File: config.mk
export PLATFORM = sky130hd
export DESIGN_NAME = hsv_mask_ctrl_flat
export DESIGN_NICKNAME = d
export VERILOG_FILES = /design/src/rtl/hsv_mask_ctrl_if.sv /design/src/rtl/hsv_mask_ctrl.sv /design/src/flat_wrapper.sv
export SDC_FILE = /design/constraint.sdc
export NUM_CORES = 1
export LEC_CHECK = 0
export ABC_AREA = 0
export BUFFER_PORTS_ARGS = -buffer_cell sky130_fd_sc_hd__clkbuf_2
export CORE_ASPECT_RATIO = 0.9
export CORE_MARGIN = 10
export CORE_UTILIZATION = 50
export CTS_BUF_LIST = sky130_fd_sc_hd__clkbuf_2 sky130_fd_sc_hd__clkbuf_4 sky130_fd_sc_hd__clkbuf_8
export DETAILED_ROUTE_END_ITERATION = 6
export PLACE_DENSITY_LB_ADDON = 0.25
export SYNTH_ARGS = -nofsm -noshare
export SYNTH_HDL_FRONTEND = slang
export SYNTH_SLANG_ARGS = --single-unit
File: constraint.sdc
create_clock -name iCLK -period 1.9 [get_ports iCLK]
set_input_delay 0.38 -clock iCLK [delete_from_list [all_inputs] [get_ports iCLK]]
set_output_delay 0.38 -clock iCLK [all_outputs]
set_load 0.02 [all_outputs]
File: src/rtl/hsv_mask_ctrl_if.sv
// rtl/hsv_mask_ctrl_if.sv - pixel stream and host write bus for hsv_mask_ctrl
interface hsv_mask_ctrl_if;
  logic [12:0] row;
  logic [12:0] col;
  logic        iPix_valid;
  logic        iColor;
  logic        iWr_valid;
  logic [1:0]  iWr_addr;
  logic [7:0]  iWr_data;
  logic        oWr_ready;

  modport master (
    output row, col, iPix_valid, iColor, iWr_valid, iWr_addr, iWr_data,
    input  oWr_ready
  );

  modport slave (
    input  row, col, iPix_valid, iColor, iWr_valid, iWr_addr, iWr_data,
    output oWr_ready
  );
endinterface

File: src/rtl/hsv_mask_ctrl.sv
// rtl/hsv_mask_ctrl.sv - per-frame mask pixel counter with frame-synchronous threshold commit
// Optional V_min auto-calibration is built only when HSV_AUTOCAL_EN is defined.
module hsv_mask_ctrl #(
  parameter int LAST_ROW = 477,
  parameter int LAST_COL = 617,
  parameter int CNT_LO   = 2000,
  parameter int CNT_HI   = 20000,
  parameter int V_STEP   = 4,
  parameter int V_FLOOR  = 16
) (
  input  logic           iCLK,
  input  logic           iRST_N,
  hsv_mask_ctrl_if.slave bus,
  output logic [7:0]     oV_min,
  output logic [1:0]     oS_shift,
  output logic           oMask_en,
  output logic [18:0]    oLast_count,
  output logic           oFrame_done
);

  typedef enum logic [1:0] {WAIT_SOF, COUNT, EVAL, COMMIT} state_t;

  localparam logic [12:0] ROW_MAX = 13'(LAST_ROW);
  localparam logic [12:0] COL_MAX = 13'(LAST_COL);

  state_t      state, state_nxt;
  logic [18:0] cnt, cnt_nxt;
  logic        sof, eof, hit, wr;
  logic [7:0]  v_sh;
  logic [1:0]  s_sh;
  logic        m_sh;
  logic        v_pend, s_pend, m_pend;

  assign sof = bus.iPix_valid && (bus.row == 13'd0) && (bus.col == 13'd0);
  assign eof = bus.iPix_valid && (bus.row == ROW_MAX) && (bus.col == COL_MAX);
  assign hit = bus.iPix_valid && bus.iColor && (bus.row <= ROW_MAX) && (bus.col <= COL_MAX);

  assign bus.oWr_ready = (state != COMMIT);
  assign oFrame_done   = (state == COMMIT);
  assign wr            = bus.iWr_valid && bus.oWr_ready;

  always_comb begin
    state_nxt = state;
    cnt_nxt   = cnt;
    case (state)
      WAIT_SOF: begin
        if (sof) begin
          state_nxt = COUNT;
          cnt_nxt   = {18'd0, bus.iColor};
        end
      end
      COUNT: begin
        // A new SOF here means the previous frame was truncated: restart silently.
        if (sof) begin
          cnt_nxt = {18'd0, bus.iColor};
        end else begin
          if (hit) cnt_nxt = cnt + 19'd1;
          if (eof) state_nxt = EVAL;
        end
      end
      EVAL:    state_nxt = COMMIT;
      COMMIT:  state_nxt = WAIT_SOF;
      default: state_nxt = WAIT_SOF;
    endcase
  end

`ifdef HSV_AUTOCAL_EN
  logic       cal_en, c_sh, c_pend;
  logic [7:0] cal_vmin, cand;
  logic [8:0] v_up;

  assign v_up = {1'b0, oV_min} + 9'(V_STEP);

  always_comb begin
    cand = oV_min;
    if (cnt > 19'(CNT_HI)) begin
      cand = v_up[8] ? 8'hFF : v_up[7:0];
    end else if (cnt < 19'(CNT_LO)) begin
      cand = ({1'b0, oV_min} < 9'(V_FLOOR + V_STEP)) ? 8'(V_FLOOR) : (oV_min - 8'(V_STEP));
    end
  end

  always_ff @(posedge iCLK) begin
    if (!iRST_N) begin
      cal_en   <= 1'b0;
      c_sh     <= 1'b0;
      c_pend   <= 1'b0;
      cal_vmin <= 8'd65;
    end else begin
      // Without calibration the candidate is simply the current threshold.
      if (state == EVAL) cal_vmin <= cal_en ? cand : oV_min;
      if (state == COMMIT) begin
        if (c_pend) cal_en <= c_sh;
        c_pend <= 1'b0;
      end else if (wr && (bus.iWr_addr == 2'd3)) begin
        c_sh   <= bus.iWr_data[0];
        c_pend <= 1'b1;
      end
    end
  end
`endif

  always_ff @(posedge iCLK) begin
    if (!iRST_N) begin
      state       <= WAIT_SOF;
      cnt         <= 19'd0;
      oLast_count <= 19'd0;
      oV_min      <= 8'd65;
      oS_shift    <= 2'd2;
      oMask_en    <= 1'b1;
      v_sh        <= 8'd65;
      s_sh        <= 2'd2;
      m_sh        <= 1'b1;
      v_pend      <= 1'b0;
      s_pend      <= 1'b0;
      m_pend      <= 1'b0;
    end else begin
      state <= state_nxt;
      cnt   <= cnt_nxt;
      if (state == EVAL) oLast_count <= cnt;
      if (state == COMMIT) begin
`ifdef HSV_AUTOCAL_EN
        oV_min <= v_pend ? v_sh : cal_vmin;
`else
        if (v_pend) oV_min <= v_sh;
`endif
        if (s_pend) oS_shift <= s_sh;
        if (m_pend) oMask_en <= m_sh;
        v_pend <= 1'b0;
        s_pend <= 1'b0;
        m_pend <= 1'b0;
      end else if (wr) begin
        case (bus.iWr_addr)
          2'd0: begin
            v_sh   <= bus.iWr_data;
            v_pend <= 1'b1;
          end
          2'd1: begin
            s_sh   <= bus.iWr_data[1:0];
            s_pend <= 1'b1;
          end
          2'd2: begin
            m_sh   <= bus.iWr_data[0];
            m_pend <= 1'b1;
          end
          default: ;
        endcase
      end
    end
  end

endmodule

File: src/flat_wrapper.sv
// flat-port wrapper written by rule: the top's interface ports become plain ports
module hsv_mask_ctrl_flat 
#(
  parameter int LAST_ROW = 477,
  parameter int LAST_COL = 617,
  parameter int CNT_LO   = 2000,
  parameter int CNT_HI   = 20000,
  parameter int V_STEP   = 4,
  parameter int V_FLOOR  = 16
)
  (iCLK, iRST_N, oV_min, oS_shift, oMask_en, oLast_count, oFrame_done, bus_row, bus_col, bus_iPix_valid, bus_iColor, bus_iWr_valid, bus_iWr_addr, bus_iWr_data, bus_oWr_ready);
  hsv_mask_ctrl_if bus_i ();
  input  logic iCLK;
  input  logic iRST_N;
  output logic [7:0] oV_min;
  output logic [1:0] oS_shift;
  output logic oMask_en;
  output logic [18:0] oLast_count;
  output logic oFrame_done;
  input wire logic [$bits(bus_i.row)-1:0] bus_row;
  input wire logic [$bits(bus_i.col)-1:0] bus_col;
  input wire logic [$bits(bus_i.iPix_valid)-1:0] bus_iPix_valid;
  input wire logic [$bits(bus_i.iColor)-1:0] bus_iColor;
  input wire logic [$bits(bus_i.iWr_valid)-1:0] bus_iWr_valid;
  input wire logic [$bits(bus_i.iWr_addr)-1:0] bus_iWr_addr;
  input wire logic [$bits(bus_i.iWr_data)-1:0] bus_iWr_data;
  output wire logic [$bits(bus_i.oWr_ready)-1:0] bus_oWr_ready;
  assign bus_i.row = bus_row;
  assign bus_i.col = bus_col;
  assign bus_i.iPix_valid = bus_iPix_valid;
  assign bus_i.iColor = bus_iColor;
  assign bus_i.iWr_valid = bus_iWr_valid;
  assign bus_i.iWr_addr = bus_iWr_addr;
  assign bus_i.iWr_data = bus_iWr_data;
  assign bus_oWr_ready = bus_i.oWr_ready;
  hsv_mask_ctrl #(.LAST_ROW(LAST_ROW), .LAST_COL(LAST_COL), .CNT_LO(CNT_LO), .CNT_HI(CNT_HI), .V_STEP(V_STEP), .V_FLOOR(V_FLOOR)) u_core (.iCLK(iCLK), .iRST_N(iRST_N), .bus(bus_i), .oV_min(oV_min), .oS_shift(oS_shift), .oMask_en(oMask_en), .oLast_count(oLast_count), .oFrame_done(oFrame_done));
endmodule
* Word level (Yosys, flattened, before mapping)
Cells that the tools add are included.
Storage, ports and cells: register bits after elaboration 65, input port bits 41, output and inout port bits 32, word-level logic and storage cells 62
Operators by class: $add $sub $neg 1, $lt $le $gt $ge 2, equal/unequal tests 12, muxes and demuxes 8, bitwise gates (word level) 2, reductions and logical operators 25
Operators with widths (count):
- $mux 19 | 3
- $pmux 19 s2 | 1
- $logic_not 13->1 | 2
- $add 19x1->19 const B | 1
- $reduce_and 3->1 | 5
- $eq 13x10->1 const B | 1
- $eq 13x9->1 const B | 1
- $le 13x10->1 const B | 1
- $le 13x9->1 const B | 1
- $reduce_and 2->1 | 6
- $logic_and 1x1->1 | 8
- $pmux 2 s4 | 1
- $eq 2x2->1 const B | 3
- $mux 2 | 3
- $eq 2x1->1 const B | 2
- $logic_not 2->1 | 2
- $ne 2x1->1 const B | 2
- $ne 2x2->1 const B | 2
- $ne 3x1->1 const B | 1
- $not 1->1 | 2
- $reduce_bool 2->1 | 1
- $reduce_or 2->1 | 1

* Logic depth before layout (Yosys ltp)
depth after elaboration 6, depth in mapped cells 8, gate-level depth less buffers 7

* Worst setup path after synthesis
OpenSTA, ideal clock, no wires.
path type flip-flop to flip-flop, start register u_core.state[0], end register u_core.cnt[17], library setup time 0.069 ns, arrival time 2.021 ns, data required time 1.831 ns, slack -0.190 ns, cell stages (with the launch flop) 9, buffers on the path 1, period minus slack after synthesis 2.090 ns, path through dfxtp_1 > inv_1 > ha_1 > nor2b_1 > nand4_1 > or4_4 > buf_6 > a2111o_1 > o21ai_1
On the way: longest elaborated chain between the ends 3, elaborated cells on any way between the ends 7, those cells by class eq/ne: 3; mux: 1; reduce/logical: 3
Ends and longest elaborated chain:
- start, declared | RTL line hsv_mask_ctrl.sv:26 | state_t state, state_nxt;
- start signal, assigned | RTL line hsv_mask_ctrl.sv:118 | state <= state_nxt;
- $eq 2x1->1 / $logic_not 2->1 (equally long branches) | RTL line hsv_mask_ctrl.sv:45 | case (state)
- $ne 3x1->1 (no source line) (tied with other cells)
- $reduce_and 3->1 (no source line)
- end signal, assigned | RTL line hsv_mask_ctrl.sv:119 | cnt <= cnt_nxt;
- end, declared | RTL line hsv_mask_ctrl.sv:27 | logic [18:0] cnt, cnt_nxt;
Several ways; a longest one is shown, not always the timed one. A chain may end at the register's enable or synchronous reset.

* Final worst setup path
start register u_core.state[0], end register u_core.cnt[11]
Same word-level chain as after synthesis.

==> flow_summary.ini <==
[outcome]
status = complete, but fails checks
violations = negative setup slack

[timing]
finalSetupViolations = 4
finalHoldViolCount = 0
max_slew_margin_pct = 64.3
holdWs_ps = 252
finClkSkew_ps = 7.41
period_share_pct = 103
max_freq_ghz = 0.509
min_period_ps = 1960
rsz0062_at_grt = true
tightest_slew_ps = 533
tns_ps = -125
drv_slew = 0
setup_slack_ps = -63.5

[floorplanning]
die_y_um = 94.6
core_area_um2 = 6050
initial_core_util_pct = 51.1
pin_count = 73
die_area_um2 = 9740
rows = 27
fp.dieW_um = 103

[finish]
stdcell_count = 571
n_antenna_cell = 0
drive_gt1_share_pct = 39.1
synthToLayoutAreaGrowth_pct = 40.9
nets = 540

[critical_path]
crit_type = reg -> reg
crit_end = u_core.cnt[11]$_SDFFE_PN0P_
regToRegSetupSlack_ps = -60
worstPathRequired_ps = 2170
slowest_delay_ps = 510
worstReg2RegEnd = u_core.cnt[11]$_SDFFE_PN0P_
critPathBufInv = 1
cp-startpoint = u_core.state[0]$_SDFFE_PN0P_
arrival_ps = 2230
slowest_stage = or4_4
path_max_fanout = 7
crit_path_end_kind = flip-flop
cp_cell_sequence = inv_2 > ha_4 > nor2b_4 > nand4_1 > or4_4 > or4_4 > a21oi_2
critPathLaunchType = flip-flop
cp_top_family = simple AND/OR/NAND/NOR gates
critPathMostFrequentCell = or4_4
r2r-start = u_core.state[0]$_SDFFE_PN0P_
reg2regPathDepth = 7
path_depth = 7

[logic_synthesis]
ys_seq_elements = 65
yosysSeqAreaShare_pct = 42.1
yosys_most_used_dff = dfxtp_1
syn-cell-area_um2 = 3090
synth_top_cell_by_area = dfxtp_1
yosys_warnings = 0
synth_area_per_cell_um2 = 8.62
netlist-cell-type-count = 55
async_reset_ff_share_pct = 0
synth-edff-count = 0
syn_inst = 359
synthTopCellsByCount = dfxtp_1, nand2_1, nor2_1
yosysMostFrequentCell = dfxtp_1
yosys-top-cells-area = dfxtp_1, mux2i_1, nand2_1
synth_top_area_share_pct = 42.1
syn-num-nets = 405

[drt]
routed_wl_mm = 9.68
vias = 3357
via_per_inst = 5.88
initialDrtViolationCount = 226
ant_nets = 0
wl_per_cell_um = 16.9
drtPass1Iterations = 6
drc = 0

[cts]
clock_latency_ps = 340
clock-sinks = 65
h-tree-depth = 3
cts-root-buf = clkbuf_8
cts_tree = yes
clk_pin_slew_ps = 70
clock_path_buffers = 2
ctsHoldBuffers = 0
cts_made_buffers = 9

[placed_design]
place_ws_ps = -281
place_inst = 547
gp_congestion = 1.00
dp_hpwl_mm = 7.17
portBuffers = 72

[pwr]
power.leakage_uw = 0.00174
swShare_pct = 23.7
p_clk_share_pct = 44.4
power.switching_uw = 766
p_seq_share_pct = 43.0
p_comb_share_pct = 12.6
power.density_nw_per_um2 = 742
p_int_uw = 2470
ir_drop_mv = 0.531

[global_routing]
grt_use_total_pct = 19.3
antenna_found_initial = 0
grt_pass1_wl_mm = 15.1
grt_overflow = 0
grt_max_degree = 19
grt_pass1_vias = 3193

[worst_hold_path]
min_path_type = in -> reg

[flow_run]
maxCapViolCount = 0
## cells by family after synthesis
kind of cell / count (synthesis) / synth area share [%]
AOI/OAI and AO/OA: 69 / 15.0
adders and majority gates: 5 / 2.02
buffers and inverters: 22 / 2.95
DFF: 65 / 42.1
muxes: 24 / 7.77
and+or+nand+nor: 174 / 30.1
## flip-flops by register name (all words and copies together) (netlist names)
register and cells:
u_core.s_sh 2, u_core.oS_shift 2, u_core.oLast_count 19, u_core.m_pend 1, u_core.v_sh 8, u_core.cnt 19, u_core.oMask_en 1, u_core.m_sh 1
u_core.s_pend 1, u_core.v_pend 1, u_core.state 2, u_core.oV_min 8
## area by class of cell
class	count	area [um2]
Multi-Input combinational cell	272	1820
Fill cell	476	1690
Sequential cell	65	1310
Timing Repair Buffer	139	870
Clock buffer	11	139
Clock inverter	5	104
Tap cell	72	90.1
Inverter	7	26.3
## stage by stage
stage	instance area, um2	utilization [%]	power [uW]
after floorplan	3150	-	1600
after global placement	3970	65.7	1780
after detailed placement	3970	65.7	1790
after CTS	4280	70.7	3230
after global routing	4360	72.1	3340
final	4360	72.1	3230
## worst min-delay path, stage by stage
cell and delay [ps]:
clkbuf_2 80, nand2_1 40, a21oi_1 50
## how the worst min path moves through the flow
stage	depth (start not counted)	startpoint	end	slack, ps
2_1_floorplan	2	u_core.v_sh[1]$_SDFFE_PN0P_	u_core.oV_min[1]$_SDFFE_PN0P_	430
3_3_place_gp	2	u_core.v_sh[7]$_SDFFE_PN0P_	u_core.v_sh[7]$_SDFFE_PN0P_	440
3_5_place_dp	2	u_core.oV_min[1]$_SDFFE_PN0P_	u_core.oV_min[1]$_SDFFE_PN0P_	450
4_1_cts	3	bus_iWr_data[2]	u_core.v_sh[2]$_SDFFE_PN0P_	240
5_1_grt	3	bus_iWr_data[4]	u_core.v_sh[4]$_SDFFE_PN0P_	240
6_report	3	bus_iWr_data[2]	u_core.v_sh[2]$_SDFFE_PN0P_	250
## power groups by stage
stage                     clock [uW]  combinational (uW)  sequential [uW]
after floorplan                    0                 178             1420
after global placement             0                 359             1420
after detailed placement           0                 365             1420
after CTS                       1450                 393             1390
after global routing            1510                 437             1390
final                           1430                 408             1390
## placed cells by master, fill, tap and decap left out, drive strengths merged, types with 3 or more instances in the layout
master   n
inv      6
nand3   26
nor3     4
a21oi   27
buf     68
a2111o   3
ha       5
nand4   12
o21a     3
o21ai    9
and3     4
nand2   59
clkbuf  82
o31ai    3
bufinv   3
or4     11
and4     4
mux2i   24
o211ai   4
dfxtp   65
clkinv   3
o221a    3
nor2    30
nor4     8
## repair_timing
item | CTS | global route
setup endpoints to repair | 15 | 18
setup buffers | 3 | 5
resized for setup | 9 | 15
pin swaps | 2 | 5
## routing by layer
layer / global-route usage (%) / up-vias / wire length [um]
met5: 0 / - / 0
met4: 6.02 / 0 / 206
met3: 5.99 / 27 / 805
met2: 30.9 / 164 / 4510
met1: 24.2 / 1564 / 4150
li1: - / 1602 / -
Power figures use the tool's default switching activity.
